`config.mk`:
```
export PLATFORM = sky130hd
export DESIGN_NAME = xor_rr_sched
export DESIGN_NICKNAME = d
export VERILOG_FILES = /design/src/rtl/xor_rr_sched.sv
export SDC_FILE = /design/constraint.sdc
export NUM_CORES = 1
export LEC_CHECK = 0
export CORE_ASPECT_RATIO = 1.25
export CORE_MARGIN = 3
export CORE_UTILIZATION = 35
export DETAILED_ROUTE_END_ITERATION = 16
export PLACE_DENSITY = 0.77
export SETUP_SLACK_MARGIN = 0.3
export SYNTH_ARGS = -nofsm -noshare
export SYNTH_HDL_FRONTEND = slang
export SYNTH_SLANG_ARGS = --single-unit
export TNS_END_PERCENT = 5
```
`constraint.sdc`:
```
create_clock -name clk -period 2.1 [get_ports clk]
set_input_delay 0.42 -clock clk [delete_from_list [all_inputs] [get_ports clk]]
set_output_delay 0.42 -clock clk [all_outputs]
set_load 0.005 [all_outputs]
```
`src/rtl/xor_rr_sched.sv`:
```
// Round-robin scheduler sharing one registered XOR unit among NREQ requesters.
// Each op is granted, issued, sampled one cycle later and returned tagged with its id.
//
// state | meaning
// IDLE  | arbitrate; combinational one-hot grant to the first valid from ptr
// ISSUE | captured operands drive the XOR unit
// WAIT  | XOR unit result sampled into rsp_data/rsp_id
// RESP  | rsp_valid held until the consumer accepts
module xor_rr_sched #(
    parameter int NREQ = 4,
    parameter int DW   = 8,
    parameter int IDW  = 2
) (
    input  logic               clk,
    input  logic               rst,
    input  logic [NREQ-1:0]    req_valid,
    input  logic [NREQ*DW-1:0] req_a,
    input  logic [NREQ*DW-1:0] req_b,
    output logic [NREQ-1:0]    req_ready,
    output logic [DW-1:0]      xu_a,
    output logic [DW-1:0]      xu_b,
    input  logic [DW-1:0]      xu_y,
    output logic               rsp_valid,
    output logic [IDW-1:0]     rsp_id,
    output logic [DW-1:0]      rsp_data,
    input  logic               rsp_ready,
    output logic               busy
);

    typedef enum logic [1:0] {IDLE, ISSUE, WAIT, RESP} state_t;

    state_t         state_q, state_d;
    logic [IDW-1:0] ptr_q;
    logic [IDW-1:0] ptr_nxt;
    logic [IDW-1:0] op_id_q;
    logic [DW-1:0]  op_a_q, op_b_q;
    logic [DW-1:0]  rsp_data_q;
    logic [IDW-1:0] rsp_id_q;

    logic           found;
    logic [IDW-1:0] win;
    logic [IDW:0]   scan;
    logic           grant;

    // Search ptr, ptr+1, ... with wrap; the first valid index wins.
    always_comb begin
        found = 1'b0;
        win   = '0;
        scan  = '0;
        for (int k = 0; k < NREQ; k++) begin
            scan = {1'b0, ptr_q} + (IDW+1)'(k);
            if (scan >= (IDW+1)'(NREQ)) begin
                scan = scan - (IDW+1)'(NREQ);
            end
            if (!found && req_valid[scan[IDW-1:0]]) begin
                found = 1'b1;
                win   = scan[IDW-1:0];
            end
        end
    end

    assign ptr_nxt = (win == IDW'(NREQ-1)) ? '0 : win + 1'b1;

    always_comb begin
        state_d = state_q;
        grant   = 1'b0;
        case (state_q)
            IDLE: begin
                if (found) begin
                    grant   = 1'b1;
                    state_d = ISSUE;
                end
            end
            ISSUE:   state_d = WAIT;
            WAIT:    state_d = RESP;
            RESP:    if (rsp_ready) state_d = IDLE;
            default: state_d = IDLE;
        endcase
    end

    always_ff @(posedge clk or negedge rst) begin
        if (!rst) begin
            state_q <= IDLE;
        end else begin
            state_q <= state_d;
        end
    end

    always_ff @(posedge clk or negedge rst) begin
        if (!rst) begin
            ptr_q      <= '0;
            op_id_q    <= '0;
            op_a_q     <= '0;
            op_b_q     <= '0;
            rsp_data_q <= '0;
            rsp_id_q   <= '0;
        end else begin
            if (grant) begin
                op_a_q  <= req_a[win*DW +: DW];
                op_b_q  <= req_b[win*DW +: DW];
                op_id_q <= win;
                ptr_q   <= ptr_nxt;
            end
            if (state_q == WAIT) begin
                rsp_data_q <= xu_y;
                rsp_id_q   <= op_id_q;
            end
        end
    end

    // Gated by rst so the grant cannot show while the block is held in reset.
    assign req_ready = (grant && rst) ? ({{(NREQ-1){1'b0}}, 1'b1} << win) : '0;
    assign xu_a      = op_a_q;
    assign xu_b      = op_b_q;
    assign rsp_valid = (state_q == RESP);
    assign rsp_data  = rsp_data_q;
    assign rsp_id    = rsp_id_q;
    assign busy      = (state_q != IDLE);

endmodule

```
; ---- Yosys cells after proc, flatten, opt, wreduce, memory -nomap -nowiden
; Index checks and enable logic that the tools add are counted.
[word_totals]
reg_bits = 32
inputBits = 79
output_inout_bits = 32
word_cells = 69
[op_classes]
n_addsub = 8
magnitude_cmp = 8
eq_ne = 6
shifts = 3
muxes = 27
n_reduce_logical = 10
[ops]
columns = operator, n
row1 = $shiftx A32 B6 Y8, 2
row2 = $mux W2, 11
row3 = $lt A2 B3 Y1 const B, 4
row4 = $mux W1, 10
row5 = $ge A3 B3 Y1 const B, 3
row6 = $bmux W1 S2, 4
row7 = $pmux W2 S4, 1
row8 = $sub A2 B1 Y2 const B, 4
row9 = $add A2 B2 Y3 const B, 2
row10 = $eq A2 B2 Y1 const B, 3
row11 = $logic_and A1 B1 Y1, 4
row12 = $mux W4, 1
row13 = $shl A1 B2 Y4 const A, 1
row14 = $add A2 B1 Y3 const B, 1
row15 = $ge A2 B3 Y1 const B, 1
row16 = $logic_not A1 Y1, 3
row17 = $add A2 B1 Y2 const B, 1
row18 = $eq A2 B1 Y1 const B, 1
row19 = $logic_not A2 Y1, 1
row20 = $ne A2 B1 Y1 const B, 1
row21 = $ne A2 B2 Y1 const B, 1
row22 = $reduce_and A2 Y1, 1
row23 = $reduce_bool A2 Y1, 1

; ---- Depth between registers and ports, before layout
[logic_depth]
ltp_word = 18
mapped_depth = 9
mapped_depth_nobuf = 6

; ---- Worst setup path before layout
; OpenSTA, ideal clock, no wires.
[synth_path]
path_type = register to output
start = register ptr_q[1]
end = output req_ready[3]
arrival_time_ps = 1677
t_required_ps = 1680
slack_ps = 3
stages_incl_launch_ff = 9
n_path_buf = 3
path_cell_list = dfrtp_1 buf_2 nand2b_1 a21o_1 and3_4 buf_4 buf_4 ha_1 and3_1
[synth_via]
elab_chain_cells = 18
elab_cells_between_ends = 42
classes_between = add/sub (7) / order compare (4) / shift (1) / mux (23) / reduce/logical (7)
[synth_rtl]
columns = element, line_no
row1 = start: declaration, 33  ; logic [IDW-1:0] ptr_q;
row2 = start signal: assignment, 102  ; ptr_q <= ptr_nxt;
row3 = branches (longest 17 deep; another with $add A2 B1 Y3), n/a
row4 = $mux W4 *, 112  ; assign req_ready = (grant && rst) ? ({{(NREQ-1){1'b0}}, 1'b1} << win) : '0;
row5 = end: declaration, 19  ; output logic [NREQ-1:0] req_ready,
; Mark *: on every way between the ends. The select of a mux whose other input is x is not followed.

; ---- Worst setup path after layout
[layout_path]
start = register ptr_q[1]
end = output req_ready[2]
; The elaborated chain is that of the path after synthesis.

==> reports/results.tsv <==
metric	value	unit
die-area	6610	um^2
htreeDepth	2	
max-vdd-ir-drop	444	uV
hp-class	in2async	
finalNetCount	418	
synth.cell_area	1980	um^2
setup_viol	3	
grt_pass1_vias	2089	
antenna_found_initial	0	
ctsRootBufferMaster	clkbuf_8	
rsz0062_at_grt	true	
clk_latency	280	ps
numClockSinks	32	
tritoncts	done	
synth_cell_types	31	
grt.total_usage	19.6	%
worstSetupPathType	reg2out	
finClkSkew	7.20	ps
ctsHoldBuffers	0	
max_slew_margin	68.2	%
post-dp-hpwl	4.66	mm
grt.overflow.total	0	
synthCells	200	
worst_pin_slew	473	ps
synthesis.nets	285	
die_w	73.3	um
p_leak	1.52	nW
clk_pin_slew	70	ps
row_count	30	
die_h	90.2	um
fp.coreArea	5440	um^2
crit_fanout	6	
hold_violations	0	
whs	211	ps
critPathLaunchType	register	
initial_core_util	36.4	%
pin_count	111	
cp.required	1680	ps
drv_slew	0	
cp-end-kind	primary output	
cts_buffers	5	
status	finished with violations	
max_freq	457	MHz
routabilityCongestion	0.816	
critPathArrivalTime	1770	ps
ys_seq_area_share	40.4	%
drive_gt1_share	28.4	%
drv_cap	0	
post-route-period-util	104	%
dr_total_vias	2086	
portBuffers	110	
viasPerCell	5.24	
grt_max_degree	33	
powerDensity	1170	nW/um^2
period_needed	2190	ps
utilization	65.8	%
drt-total-wl	6.44	mm
antenna_left	0	
dr.pass1.iters	4	
violations	negative setup slack	
grt_pass1_wl	10.3	mm
diodes	0	
first_iter_violations	64	
fin_ws	-88.7	ps
wl_per_cell	16.2	um
area_growth	80.6	%
route.detailed.drc	0	
synth.avg_cell_area	9.92	um^2
dp.cells	382	
clockBufferDepth	2	
finalNonFillerCells	398	
ys_ff_latch	32	
yosys_warnings	0	
## registers in the layout (all words and copies together) (netlist names)
| signal | cells |
|---|---|
| ptr_q | 2 |
| rsp_data | 8 |
| rsp_id | 2 |
| xu_b | 8 |
| xu_a | 8 |
| state_q | 2 |
| op_id_q | 2 |
## worst max-delay path, stage by stage (launching register included)
cell and delay, ps:
dfrtp_2 480, buf_4 170, nand3b_1 110, and3_4 270, inv_6 50, ha_4 140
and3_4 160, buf_6 110
## cell usage in the layout (no fill, tap or decap), drive strengths merged
master / netlist / final
a31oi: 16 / 16
or4b: 1 / 1
buf: 6 / 34
o21ai: 4 / 4
dfrtp: 32 / 32
clkdlybuf4s50: 0 / 99
clkbuf: 7 / 6
mux2: 10 / 10
nand2b: 2 / 2
o22ai: 1 / 1
ha: 6 / 6
nand3b: 1 / 1
nor3b: 1 / 1
a21o: 1 / 1
nand2: 10 / 10
a211oi: 32 / 32
and3: 3 / 3
clkdlybuf4s15: 0 / 3
and4b: 1 / 1
dlygate4sd2: 0 / 3
a21oi: 2 / 2
nor3: 2 / 2
inv: 21 / 21
nor4: 2 / 2
mux2i: 17 / 17
nor2b: 1 / 1
clkinv: 0 / 2
nor2: 21 / 21
## report_power, final
part	switching, mW	internal, mW
sequential	0.194	0.939
clock	0.227	0.261
combinational	1.11	1.45
total	1.53	2.65
## metal layers
layer  vias up  global-route usage, %  share of wire, %
met1      1016                   24.2                40
met2        72                   33.5                53
met5         -                      0                 0
met3        11                   3.58               5.8
met4         0                   6.95               1.8
li1        987                      -                 -
## logic make-up (layout without fill, tap and decap cells)
group / after synthesis / in the layout / share of synthesized area, %
muxes: 27 / 27 / 14.3
buffers and inverters: 34 / 168 / 8.33
and+or+nand+nor: 45 / 45 / 11.9
DFF: 32 / 32 / 40.4
adders and majority gates: 6 / 6 / 3.79
AOI/OAI and AO/OA: 56 / 56 / 21.4
## path summary, 6_finish.rpt
check / start / to / slack, ps / cells after the start
max: ptr_q[1] / req_ready[2] / -90 / 7
min: rst / state_q[0] / 210 / 2
max reg2reg: ptr_q[1] / xu_b[4] / 80 / 10
min reg2reg: op_id_q[1] / op_id_q[1] / 500 / 2
max in group asynchronous: rst / ptr_q[0] / 1570 / 2
min in group clk: op_id_q[1] / op_id_q[1] / 500 / 2
## final cells by class
cell class | instances | area [um^2]
Clock buffer | 6 | 82.6
Timing Repair Buffer | 139 | 1350
Fill cell | 447 | 1860
Clock inverter | 2 | 10.0
Inverter | 21 | 83.8
Multi-Input combinational cell | 134 | 1170
Tap cell | 64 | 80.1
Sequential cell | 32 | 803
## what timing repair did
action,in CTS,in global routing
pin swaps,28,13
buffers inserted,6,2
setup endpoints to repair,25,20
resized for setup,62,4
## Yosys cell counts, drive strengths merged
master	number	area, um^2
a211oi	32	280
dfrtp	32	801
inv	21	81.3
nor2	21	78.8
mux2i	17	170
a31oi	16	100
mux2	10	113
nand2	10	37.5
clkbuf	7	26.3
buf	6	57.5
ha	6	75.1
o21ai	4	20.0
and3	3	23.8
a21oi	2	10.0
nand2b	2	12.5
nor3	2	10.0
nor4	2	27.5
a21o	1	7.51
and4b	1	13.8
nand3b	1	7.51
nor2b	1	6.26
nor3b	1	7.51
o22ai	1	6.26
or4b	1	10.0
## stage by stage
step / setup slack [ps] / total power, mW / cell area, um^2 / TNS, ps
2_1_floorplan: 118 / 2.31 / 2030 / 0
3_3_place_gp: -653 / 3.37 / 3280 / -10110
3_5_place_dp: -708 / 3.44 / 3280 / -10710
4_1_cts: -83.2 / 4.16 / 3550 / -142
5_1_grt: -146 / 4.46 / 3580 / -416
6_report: -88.7 / 4.18 / 3580 / -154
Note: power is estimated with default switching activity, not from simulation.
